<file path="src/rtl/seq_pkg.sv">
// Shared types and constants for the R3 fetch/execute sequencer.
package seq_pkg;

   localparam int unsigned INSTRET_W = 32;
   localparam logic [31:0] NOP_INSTR = 32'h0000_0013;
   localparam logic [31:0] PC_INC    = 32'd4;

   typedef enum logic [2:0] {
      IDLE  = 3'd0,
      REQ   = 3'd1,
      WAIT  = 3'd2,
      EXEC  = 3'd3,
      FAULT = 3'd4
   } seq_state_t;

endpackage

</file>
<file path="src/rtl/fetch_sequencer.sv">
// Multi-cycle fetch/execute sequencer: owns the PC, fetches over a req/gnt/rvalid
// handshake, holds the instruction register and gates one register write per instruction.
module fetch_sequencer
   import seq_pkg::*;
#(
   parameter int unsigned          DATA_WIDTH = 32,
   parameter logic [DATA_WIDTH-1:0] RESET_PC  = '0
) (
   input  logic                  clk,
   input  logic                  rst_n,
   input  logic                  en,
   output logic                  imem_req,
   output logic [DATA_WIDTH-1:0] imem_addr,
   input  logic                  imem_gnt,
   input  logic                  imem_rvalid,
   input  logic [DATA_WIDTH-1:0] imem_rdata,
   output logic [DATA_WIDTH-1:0] instr,
   output logic [DATA_WIDTH-1:0] pc,
   input  logic                  PCsrc,
   input  logic [DATA_WIDTH-1:0] ImmOp,
   input  logic                  RegWrite,
   output logic                  reg_we,
   output logic                  retire,
   output logic [INSTRET_W-1:0]  instret,
   output logic                  fault,
   output logic                  busy
);

   seq_state_t            state;
   seq_state_t            state_nxt;
   logic [DATA_WIDTH-1:0] next_pc_c;
   logic                  misaligned_c;

   // Next-PC adder; a misaligned target parks the core in FAULT.
   assign next_pc_c    = PCsrc ? (pc + ImmOp) : (pc + DATA_WIDTH'(PC_INC));
   assign misaligned_c = |next_pc_c[1:0];

   always_ff @(posedge clk or negedge rst_n) begin
      if (!rst_n) begin
         state <= IDLE;
      end else begin
         state <= state_nxt;
      end
   end

   // Next state plus outputs decoded from state only (reg_we also qualifies RegWrite).
   always_comb begin
      state_nxt = state;
      imem_req  = 1'b0;
      imem_addr = '0;
      reg_we    = 1'b0;
      retire    = 1'b0;
      fault     = 1'b0;
      busy      = 1'b1;
      case (state)
         IDLE: begin
            busy = 1'b0;
            if (en) begin
               state_nxt = REQ;
            end
         end
         REQ: begin
            imem_req  = 1'b1;
            imem_addr = pc;
            if (imem_gnt) begin
               state_nxt = WAIT;
            end
         end
         WAIT: begin
            if (imem_rvalid) begin
               state_nxt = EXEC;
            end
         end
         EXEC: begin
            reg_we = RegWrite;
            retire = 1'b1;
            if (misaligned_c) begin
               state_nxt = FAULT;
            end else if (en) begin
               state_nxt = REQ;
            end else begin
               state_nxt = IDLE;
            end
         end
         FAULT: begin
            busy  = 1'b0;
            fault = 1'b1;
         end
         default: begin
            busy      = 1'b0;
            state_nxt = IDLE;
         end
      endcase
   end

   // Architectural registers: instr loads on response, pc/instret move when leaving EXEC.
   always_ff @(posedge clk or negedge rst_n) begin
      if (!rst_n) begin
         pc      <= RESET_PC;
         instr   <= DATA_WIDTH'(NOP_INSTR);
         instret <= '0;
      end else begin
         if ((state == WAIT) && imem_rvalid) begin
            instr <= imem_rdata;
         end
         if (state == EXEC) begin
            instret <= instret + INSTRET_W'(1);
            if (!misaligned_c) begin
               pc <= next_pc_c;
            end
         end
      end
   end

endmodule

</file>
<file path="config.mk">
export PLATFORM = sky130hd
export DESIGN_NAME = fetch_sequencer
export DESIGN_NICKNAME = d
export VERILOG_FILES = /design/src/rtl/seq_pkg.sv /design/src/rtl/fetch_sequencer.sv
export SDC_FILE = /design/constraint.sdc
export NUM_CORES = 1
export LEC_CHECK = 0
export CAP_MARGIN = 20
export CORE_MARGIN = 1
export CORE_UTILIZATION = 43
export CTS_CLUSTER_SIZE = 20
export DETAILED_ROUTE_END_ITERATION = 8
export GPL_ROUTABILITY_DRIVEN = 0
export PLACE_DENSITY = 0.78
export SETUP_SLACK_MARGIN = 0.15
export SYNTH_ARGS = -nofsm -noshare
export SYNTH_HDL_FRONTEND = slang
export SYNTH_SLANG_ARGS = --single-unit
</file>
<file path="constraint.sdc">
create_clock -name clk -period 2.9 [get_ports clk]
set_input_delay 0.58 -clock clk [delete_from_list [all_inputs] [get_ports clk]]
set_output_delay 0.58 -clock clk [all_outputs]
set_load 0.1 [all_outputs]
</file>
==> results.tsv <==
stage	metric	value	unit
setup_path	worst r2r src	pc[0]$_DFFE_PN0P_	
synthesis	Distinct cells, synth	57	
synthesis	register bit total from synthesis	99	
global_routing	Global Route Usage Sum	25.96	%
synthesis	post-synthesis sequential area ratio	39.01	%
setup_path	setup slack, reg-to-reg	80	ps
synthesis	synthesized area	6360	sq um
cts	CTS sink cnt	99	
synthesis	Async S/R FF share, synth	100.0	%
synthesis	Cells after Synth	699	
sta	final setup vio count	0	
global_routing	GRT overflow	0	
die	FP Rows	44	
cts	Hold Buf Count CTS	0	
layout	fin area	10070	sq um
synthesis	post-synthesis area per instance	9.098	sq um
placement	pre-CTS setup slack	-526.4	ps
die	io pins	204	
synthesis	top-area cell type share of the netlist area	37.77	%
sta	Slew @ Worst Pin	514.9	ps
routing	Vias per Instance	5.585	
layout	Reg area	2526	sq um
setup_path	kind of start point of the critical path	flip-flop	
layout	Multi-input gate area	4024	sq um
routing	routed wire length	20.20	mm
die	full die area	15280	sq um
layout	area grow syn2layout	58.31	%
synthesis	Syn. warnings	0	
job	Max Cap Viol	0	
synthesis	Synth area leader	dfrtp_1	
sta	minimum clock period	2824	ps
routing	drt drc	0	
setup_path	CP max FO	4	
global_routing	initial antenna violation count	0	
cts	Max clock buf depth	2	
layout	Final nets	1088	
setup_path	Worst Path Required	3130	ps
min_path	Hold WC Path Type	input port to asynchronous set/reset pin	
sta	Fmax achieved	354.1	MHz
die	Die Wd	123.6	um
global_routing	global-route wire length before repair	31.09	mm
die	Starting Density	43.92	%
sta	Max-slew headroom	65.67	%
routing	Starting DRT DRC Count	527	
setup_path	Worst setup startpoint	pc[0]$_DFFE_PN0P_	
global_routing	largest net degree at the start of global routing	51	
setup_path	Critical Path Sink Type	flip-flop	
routing	drt first pass iters	5	
placement	DP HPWL	15.04	mm
cts	CTS Buf Count	9	
setup_path	reg2reg end	pc[29]$_DFFE_PN0P_	
cts	clock transition at the registers of the reported paths	70	ps
placement	port bufs	203	
synthesis	ys flop type	dfrtp_1	
layout	# fillers	1105	
cts	H-Tree Depth	3	
setup_path	Setup Crit Path Kind	flip-flop to flip-flop	
layout	layout cells sized above 1	35.56	%
die	die height	123.6	um
sta	period utilization	97.39	%
synthesis	most frequent cell after synthesis	dfrtp_1	
setup_path	FF-to-FF path depth	10	
global_routing	vias in the first global route	6352	
cts	Clock Latency Late Sink	350	ps
cts	CTS Root Buffer Type	clkbuf_16	
sta	final hold slack	179.8	ps
sta	Hold Fails Final Rpt	0	
placement	Cell Area, Placed	9522	sq um
synthesis	Synth top cells by count	dfrtp_1, a21oi_1, nor2_1	
sta	RSZ-0062 raised after global routing	yes	
routing	final antenna-violating net count	0	
layout	n_diodes	0	
routing	routed via count	6540	
layout	Final Util	69.54	%
synthesis	top post-synthesis cells by area	dfrtp_1, ha_1, mux2_2	
run_status	status	finished, final reports clean	
sta	post-route setup slack	75.59	ps
setup_path	WP data arrival	3050	ps
routing	Routed WL per cell	17.25	um
synthesis	EDFF count, synth	0	
sta	Slew Viols, Final	0	
die	core area	14480	sq um
sta	Clock Skew	6.653	ps
synthesis	Post-Syn Nets	804	
cts	CTS tree	yes	
-- cell type report --
class | count | area share (%)
multi-input cells | 560 | 39.97
clock inverters | 5 | 1.069
well taps | 184 | 2.287
clock buffers | 10 | 2.374
inverters | 13 | 0.4847
flip-flops and latches | 99 | 25.09
repair buffers | 300 | 28.73
-- per-layer routing --
| metal | up-vias | share of wire [%] | wire length (um) | global-route usage [%] |
|---|---|---|---|---|
| met5 | - | 0 | 0 | 0 |
| met4 | 0 | 1.7 | 351 | 7.756 |
| met2 | 294 | 50 | 10010 | 46.04 |
| met3 | 35 | 7.8 | 1569 | 5.220 |
| met1 | 3112 | 41 | 8263 | 31.53 |
| li1 | 3099 | - | - | - |
-- metrics by stage --
| step | setup TNS, ps | cells |
|---|---|---|
| 2_1_floorplan | -3.252 | 699 |
| 3_3_place_gp | -4987 | 1151 |
| 3_5_place_dp | -5771 | 1151 |
| 4_1_cts | 0 | 1168 |
| 5_1_grt | -13.28 | 1171 |
| 6_report | 0 | 1171 |
-- cells in the final DEF (no fill, tap or decap), types with 5 or more instances in the layout --
cell type / n
buf_4: 193
and2_1: 31
xor2_1: 23
nand3_1: 27
ha_4: 9
dfrtp_2: 12
o22ai_1: 6
nor2_1: 55
xnor2_1: 31
dlygate4sd2_1: 5
clkbuf_16: 9
nand2_1: 53
o21a_1: 6
dfrtp_1: 76
and2_2: 9
nand4_1: 12
o21ai_0: 41
and3_1: 19
a31oi_1: 6
mux2_2: 34
nor3_1: 9
a211oi_1: 5
nor4_1: 5
ha_1: 24
inv_1: 12
clkdlybuf4s50_1: 60
o31ai_1: 6
dfrtp_4: 8
buf_12: 37
a21o_1: 9
a21oi_1: 61
-- worst max path at each step --
stage | to | slack (ps) | cells past startpoint
finish | pc[29]$_DFFE_PN0P_ | 80 | 10
global route | pc[29]$_DFFE_PN0P_ | -9 | 10
CTS | pc[31]$_DFFE_PN0P_ | 8 | 11
detailed placement | pc[29]$_DFFE_PN0P_ | -530 | 11
global placement | pc[29]$_DFFE_PN0P_ | -480 | 11
floorplan | pc[29]$_DFFE_PN0P_ | -3 | 9
-- cells by family after synthesis --
group	count (synthesis)	share of synthesized area (%)
buffers and inverters	40	2.380
and+or+nand+nor	248	19.54
muxes	36	6.355
AOI/OAI and AO/OA	186	18.20
DFF	99	39.01
adders and majority gates	34	6.807
xor gates and xnor gates	56	7.712
-- sequential cells by signal, summed over array words and instances, names as in the netlist --
name and cells:
instr 32, instret 32, pc 32, state 3
-- worst max-delay path, cell delays in order (launching register included) --
cell and delay (ps):
dfrtp_4 510, ha_4 190, a211oi_4 270, o211ai_1 150, a311o_1 330, nand2b_4 160, a31o_1 250, a31o_4 250
a21bo_1 180, a2111oi_2 340, nor3_1 70
-- what timing repair did --
action,in CTS,in global routing
pin swaps,16,14
buffers inserted,2,3
setup endpoints to repair,12,12
gates resized for setup,22,15
Power is not shown: default switching activity piles up to over one toggle a cycle in this logic, so the estimate is an artifact.
